File: src/rtl/ssd1306_frame_streamer_pkg.sv
// Purpose: shared constants for the SSD1306 streamer: sequencer states, command ROMs, panel geometry.
// Latency: none (constants only).
// Backpressure: n/a.
package oled_pkg;

    localparam int OLED_COLS  = 128;
    localparam int OLED_PAGES = 8;
    localparam int OLED_BYTES = OLED_COLS * OLED_PAGES;
    localparam int PIX_W      = 10;

    // Sequencer states, kept as plain constants so older tools see a fixed 3-bit encoding.
    typedef logic [2:0] stateT;
    localparam stateT ST_RST_HOLD = 3'd0;
    localparam stateT ST_PWR_WAIT = 3'd1;
    localparam stateT ST_INIT     = 3'd2;
    localparam stateT ST_ADDR     = 3'd3;
    localparam stateT ST_DATA     = 3'd4;
    localparam stateT ST_GAP      = 3'd5;

    // Display off, horizontal addressing, charge pump on, segment/COM remap, display on.
    localparam int INIT_LEN = 8;
    localparam logic [7:0] INIT_ROM [0:7] = '{
        8'hAE, 8'h20, 8'h00, 8'h8D, 8'h14, 8'hA1, 8'hC8, 8'hAF
    };

    // Column window 0..127 and page window 0..7, re-sent each frame to re-home the panel pointer.
    localparam int ADDR_LEN = 6;
    localparam logic [7:0] ADDR_ROM [0:5] = '{
        8'h21, 8'h00, 8'h7F, 8'h22, 8'h00, 8'h07
    };

endpackage

File: src/rtl/ssd1306_frame_streamer_if.sv
// Purpose: bundles the pattern-source handshake and the panel SPI pins of the frame streamer.
// Latency: none (wiring only).
// Backpressure: none; the streamer paces the source, the panel never stalls.
interface ssd1306_frame_streamer_if;

    logic [7:0]               pattern_byte;
    logic [oled_pkg::PIX_W-1:0] pixel_index;
    logic [7:0]               frame_number;
    logic                     oled_sclk;
    logic                     oled_sdin;
    logic                     oled_cs_n;
    logic                     oled_dc;
    logic                     oled_res_n;

    modport master (
        input  pattern_byte,
        output pixel_index, frame_number,
        output oled_sclk, oled_sdin, oled_cs_n, oled_dc, oled_res_n
    );

    modport slave (
        output pattern_byte,
        input  pixel_index, frame_number,
        input  oled_sclk, oled_sdin, oled_cs_n, oled_dc, oled_res_n
    );

endinterface

File: src/rtl/ssd1306_frame_streamer_spi_byte_tx.sv
// Purpose: shifts one byte out on a mode-0 SPI link in setup / shift / release phases.
// Latency: 16*CLK_DIV+2 cycles per byte; start accepted in idle or in the release cycle.
// Backpressure: ready low while a byte is in flight; done pulses in the last shift cycle.
module spi_byte_tx #(
    parameter int unsigned CLK_DIV = 4
) (
    input  logic       clk,
    input  logic       rst,
    input  logic [7:0] txByte,
    input  logic       dc,
    input  logic       start,
    output logic       ready,
    output logic       done,
    output logic       sclk,
    output logic       sdin,
    output logic       csN,
    output logic       dcOut
);

    localparam logic [1:0] PH_IDLE  = 2'd0;
    localparam logic [1:0] PH_SETUP = 2'd1;
    localparam logic [1:0] PH_SHIFT = 2'd2;
    localparam logic [1:0] PH_REL   = 2'd3;

    logic [1:0] phase;
    logic [7:0] divCnt;
    logic [3:0] halfCnt;
    logic [7:0] shReg;
    logic       halfEnd;

    assign halfEnd = (divCnt == 8'(CLK_DIV - 1));
    assign ready   = (phase == PH_IDLE) || (phase == PH_REL);
    assign done    = (phase == PH_SHIFT) && halfEnd && (halfCnt == 4'd15);

    // Byte sequencer: 16 SCLK half-periods, data advanced only on falling edges.
    always_ff @(posedge clk or posedge rst) begin
        if (rst) begin
            phase   <= PH_IDLE;
            divCnt  <= '0;
            halfCnt <= '0;
            shReg   <= '0;
            sclk    <= 1'b0;
            sdin    <= 1'b0;
            csN     <= 1'b1;
            dcOut   <= 1'b0;
        end else begin
            case (phase)
                PH_IDLE, PH_REL: begin
                    if (start) begin
                        phase <= PH_SETUP;
                        shReg <= txByte;
                        dcOut <= dc;
                        sdin  <= txByte[7];
                        csN   <= 1'b0;
                        sclk  <= 1'b0;
                    end else begin
                        phase <= PH_IDLE;
                    end
                end
                PH_SETUP: begin
                    phase   <= PH_SHIFT;
                    divCnt  <= '0;
                    halfCnt <= '0;
                end
                default: begin
                    if (halfEnd) begin
                        divCnt <= '0;
                        if (halfCnt == 4'd15) begin
                            phase <= PH_REL;
                            csN   <= 1'b1;
                            sclk  <= 1'b0;
                        end else begin
                            halfCnt <= halfCnt + 4'd1;
                            sclk    <= ~sclk;
                            if (sclk) begin
                                shReg <= {shReg[6:0], 1'b0};
                                sdin  <= shReg[6];
                            end
                        end
                    end else begin
                        divCnt <= divCnt + 8'd1;
                    end
                end
            endcase
        end
    end

endmodule

File: src/rtl/ssd1306_frame_streamer.sv
// Purpose: resets and initialises an SSD1306 128x64 panel, then streams frames from a pattern source.
// Latency: pattern_byte sampled 1 cycle after pixel_index settles; frame = 1030 byte slots (+gap).
// Backpressure: none; free-running. Optional inter-frame gap with OLED_FRAME_GAP_EN.
module ssd1306_frame_streamer #(
    parameter int unsigned CLK_DIV          = 4,
    parameter int unsigned RESET_CYCLES     = 270,
    parameter int unsigned POWERUP_CYCLES   = 2700,
    parameter int unsigned FRAME_GAP_CYCLES = 0
) (
    input  logic                      clk,
    input  logic                      reset,
    ssd1306_frame_streamer_if.master  bus
);

    import oled_pkg::*;

`ifdef OLED_FRAME_GAP_EN
    localparam stateT FRAME_NEXT = (FRAME_GAP_CYCLES != 0) ? ST_GAP : ST_ADDR;
`else
    localparam stateT FRAME_NEXT = ST_ADDR;
`endif

    stateT            state;
    logic [15:0]      waitCnt;
    logic [2:0]       romIdx;
    logic [PIX_W-1:0] pixelIndex;
    logic [7:0]       frameNumber;
    logic             resN;

    logic             sending;
    logic             txReady;
    logic             txDone;
    logic             txStart;
    logic [7:0]       txByte;
    logic             txDc;

    // Select the byte for the current state; ROM index / pixel index already point at it.
    always_comb begin
        txByte  = 8'h00;
        txDc    = 1'b0;
        sending = 1'b0;
        case (state)
            ST_INIT: begin
                txByte  = INIT_ROM[romIdx];
                sending = 1'b1;
            end
            ST_ADDR: begin
                txByte  = ADDR_ROM[romIdx];
                sending = 1'b1;
            end
            ST_DATA: begin
                txByte  = bus.pattern_byte;
                txDc    = 1'b1;
                sending = 1'b1;
            end
            default: ;
        endcase
    end

    assign txStart = sending && txReady;

    // Sequencer: advances indices on the last shift cycle so they are settled through release.
    always_ff @(posedge clk or posedge reset) begin
        if (reset) begin
            state       <= ST_RST_HOLD;
            waitCnt     <= '0;
            romIdx      <= '0;
            pixelIndex  <= '0;
            frameNumber <= '0;
            resN        <= 1'b0;
        end else begin
            case (state)
                ST_RST_HOLD: begin
                    if (waitCnt == 16'(RESET_CYCLES - 1)) begin
                        state   <= ST_PWR_WAIT;
                        waitCnt <= '0;
                        resN    <= 1'b1;
                    end else begin
                        waitCnt <= waitCnt + 16'd1;
                    end
                end
                ST_PWR_WAIT: begin
                    if (waitCnt == 16'(POWERUP_CYCLES - 1)) begin
                        state   <= ST_INIT;
                        waitCnt <= '0;
                        romIdx  <= '0;
                    end else begin
                        waitCnt <= waitCnt + 16'd1;
                    end
                end
                ST_INIT: begin
                    if (txDone) begin
                        if (romIdx == 3'(INIT_LEN - 1)) begin
                            romIdx <= '0;
                            state  <= ST_ADDR;
                        end else begin
                            romIdx <= romIdx + 3'd1;
                        end
                    end
                end
                ST_ADDR: begin
                    if (txDone) begin
                        if (romIdx == 3'(ADDR_LEN - 1)) begin
                            romIdx <= '0;
                            state  <= ST_DATA;
                        end else begin
                            romIdx <= romIdx + 3'd1;
                        end
                    end
                end
                ST_DATA: begin
                    if (txDone) begin
                        if (pixelIndex == PIX_W'(OLED_BYTES - 1)) begin
                            pixelIndex  <= '0;
                            frameNumber <= frameNumber + 8'd1;
                            waitCnt     <= '0;
                            state       <= FRAME_NEXT;
                        end else begin
                            pixelIndex <= pixelIndex + PIX_W'(1);
                        end
                    end
                end
`ifdef OLED_FRAME_GAP_EN
                ST_GAP: begin
                    if (waitCnt == 16'(FRAME_GAP_CYCLES - 1)) begin
                        waitCnt <= '0;
                        state   <= ST_ADDR;
                    end else begin
                        waitCnt <= waitCnt + 16'd1;
                    end
                end
`endif
                default: state <= ST_RST_HOLD;
            endcase
        end
    end

    spi_byte_tx #(
        .CLK_DIV (CLK_DIV)
    ) u_tx (
        .clk    (clk),
        .rst    (reset),
        .txByte (txByte),
        .dc     (txDc),
        .start  (txStart),
        .ready  (txReady),
        .done   (txDone),
        .sclk   (bus.oled_sclk),
        .sdin   (bus.oled_sdin),
        .csN    (bus.oled_cs_n),
        .dcOut  (bus.oled_dc)
    );

    assign bus.pixel_index  = pixelIndex;
    assign bus.frame_number = frameNumber;
    assign bus.oled_res_n   = resN;

endmodule

File: src/flat_wrapper.sv
// flat-port wrapper written by rule: the top's interface ports become plain ports
module ssd1306_frame_streamer_flat import oled_pkg::*;
#(
    parameter int unsigned CLK_DIV          = 4,
    parameter int unsigned RESET_CYCLES     = 270,
    parameter int unsigned POWERUP_CYCLES   = 2700,
    parameter int unsigned FRAME_GAP_CYCLES = 0
)
  (clk, reset, bus_pattern_byte, bus_pixel_index, bus_frame_number, bus_oled_sclk, bus_oled_sdin, bus_oled_cs_n, bus_oled_dc, bus_oled_res_n);
  ssd1306_frame_streamer_if bus_i ();
  input  logic clk;
  input  logic reset;
  input wire logic [$bits(bus_i.pattern_byte)-1:0] bus_pattern_byte;
  output wire logic [$bits(bus_i.pixel_index)-1:0] bus_pixel_index;
  output wire logic [$bits(bus_i.frame_number)-1:0] bus_frame_number;
  output wire logic [$bits(bus_i.oled_sclk)-1:0] bus_oled_sclk;
  output wire logic [$bits(bus_i.oled_sdin)-1:0] bus_oled_sdin;
  output wire logic [$bits(bus_i.oled_cs_n)-1:0] bus_oled_cs_n;
  output wire logic [$bits(bus_i.oled_dc)-1:0] bus_oled_dc;
  output wire logic [$bits(bus_i.oled_res_n)-1:0] bus_oled_res_n;
  assign bus_i.pattern_byte = bus_pattern_byte;
  assign bus_pixel_index = bus_i.pixel_index;
  assign bus_frame_number = bus_i.frame_number;
  assign bus_oled_sclk = bus_i.oled_sclk;
  assign bus_oled_sdin = bus_i.oled_sdin;
  assign bus_oled_cs_n = bus_i.oled_cs_n;
  assign bus_oled_dc = bus_i.oled_dc;
  assign bus_oled_res_n = bus_i.oled_res_n;
  ssd1306_frame_streamer #(.CLK_DIV(CLK_DIV), .RESET_CYCLES(RESET_CYCLES), .POWERUP_CYCLES(POWERUP_CYCLES), .FRAME_GAP_CYCLES(FRAME_GAP_CYCLES)) u_core (.clk(clk), .reset(reset), .bus(bus_i));
endmodule
File: config.mk
export PLATFORM = sky130hd
export DESIGN_NAME = ssd1306_frame_streamer_flat
export DESIGN_NICKNAME = d
export VERILOG_FILES = /design/src/rtl/ssd1306_frame_streamer_pkg.sv /design/src/rtl/ssd1306_frame_streamer_if.sv /design/src/rtl/ssd1306_frame_streamer_spi_byte_tx.sv /design/src/rtl/ssd1306_frame_streamer.sv /design/src/flat_wrapper.sv
export SDC_FILE = /design/constraint.sdc
export NUM_CORES = 1
export LEC_CHECK = 0
export BUFFER_PORTS_ARGS = -buffer_cell sky130_fd_sc_hd__buf_2
export CAP_MARGIN = 30
export CELL_PAD_IN_SITES_DETAIL_PLACEMENT = 0
export CELL_PAD_IN_SITES_GLOBAL_PLACEMENT = 1
export CORE_MARGIN = 2
export CORE_UTILIZATION = 36
export DETAILED_ROUTE_END_ITERATION = 8
export PLACE_DENSITY_LB_ADDON = 0.1
export SKIP_CTS_REPAIR_TIMING = 1
export SYNTH_ARGS = -nofsm -noshare
export SYNTH_HDL_FRONTEND = slang
export SYNTH_SLANG_ARGS = --single-unit
export TNS_END_PERCENT = 30
File: constraint.sdc
create_clock -name clk -period 3.48 [get_ports clk]
set_input_delay 0.87 -clock clk [delete_from_list [all_inputs] [get_ports clk]]
set_output_delay 0.87 -clock clk [all_outputs]
set_load 0.05 [all_outputs]
# ---- Yosys cells after proc, flatten, opt, wreduce, memory -nomap -nowiden
# Memory sizes are Yosys's and may differ from the RTL's.
# Index checks and enable logic that the tools add are counted.
dict set report word_totals {
  regBits 66
  mem_bits_ro 128
  input_bits 10
  output_inout_bits 23
  word_cells 134
  mem_count 2
}
# memory depth word_bits read_ports rd_clocked_by_memory_dff wr line_no
set memory_table {}
lappend memory_table {{(no name shown)} 8 8 1 0 0 ssd1306_frame_streamer.sv:44} ;# txByte = INIT_ROM[romIdx];
lappend memory_table {{(no name shown)} 8 8 1 0 0 ssd1306_frame_streamer.sv:48} ;# txByte = ADDR_ROM[romIdx];
dict set report op_classes {
  add_sub_neg 6
  magnitude_cmp 1
  n_eq_ne 25
  mux 54
  n_bitwise 4
  reduce_logical 28
}
# operator n
set ops {}
lappend ops {{$mux 16} 4}
lappend ops {{$pmux 16 s3} 1}
lappend ops {{$mux 8} 5}
lappend ops {{$mux 3} 13}
lappend ops {{$mux 7} 4}
lappend ops {{$pmux 8 s3} 1}
lappend ops {{$ne 2x1->1 const B} 11}
lappend ops {{$add 16x1->16 const B} 1}
lappend ops {{$add 8x1->8 const B} 2}
lappend ops {{$eq 16x12->1 const B} 1}
lappend ops {{$eq 16x9->1 const B} 1}
lappend ops {{$pmux 8 s2} 1}
lappend ops {{$pmux 3 s5} 1}
lappend ops {{$pmux 7 s2} 1}
lappend ops {{$mux 1} 12}
lappend ops {{$reduce_and 3->1} 4}
lappend ops {{$reduce_bool 3->1} 4}
lappend ops {{$add 10x1->10 const B} 1}
lappend ops {{$eq 10x10->1 const B} 1}
lappend ops {{$mux 10} 1}
lappend ops {{$eq 3x3->1 const B} 3}
lappend ops {{$pmux 3 s3} 1}
lappend ops {{$eq 8x2->1 const B} 1}
lappend ops {{$mux 4} 2}
lappend ops {{other kinds (25)} 41}

# ---- Logic depth before layout (Yosys ltp)
dict set report logic_depth {
  ltp_word 7
  depth_mapped 8
  ltp_nobuf 7
}

# ---- By module
# From an unflattened synthesis, not the netlist that was laid out.
dict set report hier_totals {
  cells_unflattened 386
  hier_area_um2 3927.5
}
# module instances cells_per_inst area_each_um2
set modules_own_cells {}
lappend modules_own_cells {ssd1306_frame_streamer 1 273 2645.0}
lappend modules_own_cells {spi_byte_tx 1 113 1282.5}

# ---- Worst setup path before layout
# No wires, ideal clock.
dict set report synth_path {
  path_kind {flip-flop to flip-flop}
  startpoint {register u_core.u_tx.divCnt[0]}
  endpoint {register u_core.u_tx.shReg[2]}
  setup_ns 0.125
  t_arrival_ns 2.242
  t_required_ns 3.355
  setup_slack_ns 1.113
  path_stages_with_launch 8
  path_cell_list {dfrtp_1 -> ha_1 -> or4b_1 -> buf_2 -> or3_4 -> a211oi_2 -> buf_6 -> mux2_2}
}
dict set report synth_between {
  elab_chain_len 3
}
# item line_no
set synth_rtl {}
lappend synth_rtl {{from (decl)} ssd1306_frame_streamer_spi_byte_tx.sv:26} ;# logic [7:0] divCnt;
lappend synth_rtl {{from (signal assigned)} ssd1306_frame_streamer_spi_byte_tx.sv:81} ;# divCnt <= divCnt + 8'd1;
lappend synth_rtl {{$eq 8x2->1} ssd1306_frame_streamer_spi_byte_tx.sv:31} ;# assign halfEnd = (divCnt == 8'(CLK_DIV - 1));
lappend synth_rtl {{$reduce_bool 2->1 (no source line)} -}
lappend synth_rtl {{$reduce_and 5->1 (no source line)} -}
lappend synth_rtl {{to (signal assigned)} ssd1306_frame_streamer_spi_byte_tx.sv:51} ;# shReg <= txByte;
lappend synth_rtl {{to (signal assigned)} ssd1306_frame_streamer_spi_byte_tx.sv:76} ;# shReg <= {shReg[6:0], 1'b0};
lappend synth_rtl {{to (decl)} ssd1306_frame_streamer_spi_byte_tx.sv:28} ;# logic [7:0] shReg;
# Every way passes these cells.
# A chain may end at the register's enable or synchronous reset.

# ---- Worst setup path in the final report
dict set report layout_path {
  startpoint {register u_core.u_tx.divCnt[0]}
  endpoint {register u_core.waitCnt[6]}
}
dict set report layout_between {
  elab_chain_len 5
}
# item line_no
set layout_rtl {}
lappend layout_rtl {{$eq 8x2->1} ssd1306_frame_streamer_spi_byte_tx.sv:31}
lappend layout_rtl {{$logic_and 1x1->1 (2 in a row)} ssd1306_frame_streamer_spi_byte_tx.sv:33} ;# assign done = (phase == PH_SHIFT) && halfEnd && (halfCnt == 4'd15);
lappend layout_rtl {{$ne 2x1->1 (no source line)} -}
lappend layout_rtl {{$reduce_and 3->1 (no source line)} -}
lappend layout_rtl {{to (signal assigned)} ssd1306_frame_streamer.sv:79} ;# waitCnt <= waitCnt + 16'd1;
lappend layout_rtl {{to (signal assigned)} ssd1306_frame_streamer.sv:88} ;# waitCnt <= waitCnt + 16'd1;
lappend layout_rtl {{to (decl)} ssd1306_frame_streamer.sv:24} ;# logic [15:0] waitCnt;
# Every way passes these cells.

==> results.md <==
| Result | Value |
| --- | --- |
| Layout Skew | 6.29 ps |
| Yosys top cell by area | dfrtp_1 |
| Largest stage delay on the critical path | 600 ps |
| Total Die Area | 0.0115 mm^2 |
| Total of buffers placed on input and output ports | 32 |
| Arr. time, crit path | 2990 ps |
| Die H | 107 um |
| Worst Hold Margin | 463 ps |
| Count of nets left with antenna violations after detail routing | 0 |
| First-pass GRT wire length | 16.0 mm |
| Achievable frequency | 366 MHz |
| Mean post-synth cell area | 9.25 um^2 |
| Placed inst area | 0.00415 mm^2 |
| Category of the worst setup path capture point | flip-flop |
| Number of synthesized register bits | 66 |
| Per-cell routed wire length | 16.1 um |
| Data required time at the worst endpoint | 3730 ps |
| DRC violations left | 0 |
| Post-synthesis instance area | 0.00382 mm^2 |
| Inserted Diodes | 0 |
| Yosys cell types | 64 |
| TritonCTS clock tree | yes |
| Detail-routed via count per cell | 5.50 |
| Count of final hold-check violations | 0 |
| Signed area change from the synthesized netlist to the final layout | 14.3% |
| Total Negative Setup Slacks | 0 ps |
| IO Count | 33 |
| Count of flip-flops with a built-in enable after synthesis | 0 |
| Clock buffers created by TritonCTS | 9 |
| VDD IR max | 0.166 mV |
| Slew of the pin with the lowest slew margin | 1060 ps |
| Run status | completed |
| Detailed-route via count | 3,244 |
| Portion of the post-synthesis area used by sequential elements | 43.3% |
| GPL Wtd Cong | 0.847 |
| Clock latency on the worst-skew pair | 340 ps |
| Final routed wirelength across all metal layers | 9.48 mm |
| Crit path time final | 2740 ps |
| Final setup violation count | 0 |
| Initial antenna violation count | 0 |
| Clock root buffer | clkbuf_8 |
| Worst min path class | flip-flop to flip-flop |
| Post-route cell area | 0.00437 mm^2 |
| GRT Util Overall | 17.8% |
| Leakage | 1.93 nW |
| Power density normalized to cell area | 344 mW/mm^2 |
| Startpoint types | flip-flop |
| Commonest cells post-synth | 65 x dfrtp_1, 51 x nand2_1, 36 x o21ai_0 |
| Clock slew at reported path FFs | 70 ps |
| Unrepaired setup endpoints after global routing | false |
| Top_reg_cell synth | dfrtp_1 |
| Post-detailed-placement half-perimeter wirelength | 6.62 mm |
| Max Fanout on Critical Path | 16 |
| Initial core utilization | 37.0% |
| Largest net degree at the start of global routing | 26 |
| # rows | 37 |
| Net count of the mapped netlist | 437 |
| Worst-path cell chain | ha_1, or4b_1, nor4_2, buf_4, a21oi_1, or3_1, a22oi_1 |
| Fraction of layout cells with a size suffix above 1 | 16.7% |
| Worst slew margin | 29.2% |
| Main area contributors after synthesis | dfrtp_1 43%, nand2_1 5.0%, o21ai_0 4.7%, ha_1 4.6%, nand3_1 2.8% |
| H-tree lvl count | 3 |
| Die span in x | 107 um |
| Number of nets in the layout | 473 |
| Initial DRC Count | 173 |
| Fraction of synthesis flops using an asynchronous set or reset pin | 100% |
| CP Class | flip-flop to flip-flop |
| Total count of max-transition violations in the final report | 0 |
| Synth warn | 0 |
| Max Cap Violations | 0 |
| Number of global-route vias before repair | 3,074 |
| Max Root-Sink Buffers | 2 |
| Overflow left after global routing | 0 |
| Total number of clock tree sinks | 66 |
| Leading cell type by number of instances after synthesis | dfrtp_1 |
| Detailed-router iteration count before antenna repair | 5 |
| Final worst path period share | 78.6% |
| Count of mapped cells out of synthesis | 413 |
| Number of fill cells | 1,053 |
| Share of the synthesized area in the top cell type | 42.6% |
| CP max-delay cell | or4b_1 |
| Core Box Area | 0.0103 mm^2 |
-- metal layers --
metal,global-route usage [%],part of all wire (%),wire length [um]
met2,26.4,45,4300
met4,7.14,0.64,61
met3,2.43,2.8,269
met5,0,0,0
met1,25.9,51,4860
-- area by class of cell --
class / instances / area (um^2) / share of cell area, %
sequential: 66 / 1650 / 37.8
clock inverter: 1 / 30.0 / 0.687
tap: 136 / 170 / 3.90
clock buffer: 15 / 186 / 4.27
multi-input combinational: 317 / 2040 / 46.7
timing repair buffer: 42 / 235 / 5.39
inverter: 13 / 51.3 / 1.17
-- layout by cell type (no fill, tap or decap), types with 4 or more instances in the layout --
cell type   n
a21oi_1    16
a22oi_1     5
a31oi_1    11
and3_1     12
and4_1      5
buf_2      32
buf_4      10
clkbuf_8   13
dfrtp_1    65
ha_1       14
inv_1      11
mux2_2      5
mux2i_1     5
nand2_1    51
nand2b_1    7
nand3_1    21
nand3b_1    5
nand4_1     9
nor2_1     21
nor3_1      8
o21ai_0    36
o21ai_1     4
o31ai_1     6
or3_1       5
xnor2_1     9
xor2_1      7
-- where the power goes --
group          internal [W]  switching, W
sequential         0.000767             0
combinational    0.00000514     0.0000176
clock              0.000411      0.000301
-- registers in the layout, summed over array words and instances, names as in the netlist, 2 cells and up --
register	count
u_core.u_tx.phase	2
u_core.waitCnt	16
u_core.u_tx.shReg	7
u_core.state	3
u_core.u_tx.divCnt	8
u_core.bus.frame_number	8
u_core.bus.pixel_index	10
u_core.romIdx	3
u_core.u_tx.halfCnt	4
-- path summary, 6_finish.rpt --
path	startpoint	to	slack, ps	cells past startpoint
worst max register to register	u_core.u_tx.divCnt[0]$_DFFE_PP0P_	u_core.waitCnt[6]$_DFFE_PP0P_	740	7
worst max-delay path	u_core.u_tx.divCnt[0]$_DFFE_PP0P_	u_core.waitCnt[6]$_DFFE_PP0P_	740	7
min in group asynchronous	reset	u_core.waitCnt[15]$_DFFE_PP0P_	580	2
max in group asynchronous	reset	u_core.u_tx.csN$_DFFE_PP1P_	2150	3
worst min-delay path	u_core.bus.frame_number[7]$_DFFE_PP0P_	u_core.bus.frame_number[7]$_DFFE_PP0P_	460	1
worst min register to register	u_core.bus.frame_number[7]$_DFFE_PP0P_	u_core.bus.frame_number[7]$_DFFE_PP0P_	460	1
-- worst max-delay path, delay by kind of cell, from the launching register on --
family | cells | cell delay (ps)
compound gates | 2 | 490
fa+ha+maj | 1 | 210
flops | 1 | 380
simple gates | 3 | 1340
buf+inv | 1 | 230
-- per-stage QoR --
stage | total power, W | util [%] | worst slack (ps) | cells
2_1_floorplan | 0.000793 | - | 957 | 413
3_3_place_gp | 0.000806 | 40.2 | 816 | 574
3_5_place_dp | 0.000806 | 40.2 | 739 | 574
4_1_cts | 0.00152 | 42.3 | 715 | 590
5_1_grt | 0.00156 | 42.3 | 453 | 590
6_report | 0.00150 | 42.3 | 745 | 590
-- kinds of logic after synthesis --
kind of cell	share of synthesized area (%)
AND/OR/NAND/NOR	23.3
multiplexers	3.37
XOR/XNOR	3.67
flip-flops	43.3
AO/OA/AOI/OAI	18.5
adder cells (fa/ha/maj)	4.58
buffers and inverters	3.31
No activity file was read; power rests on OpenSTA's default activity.
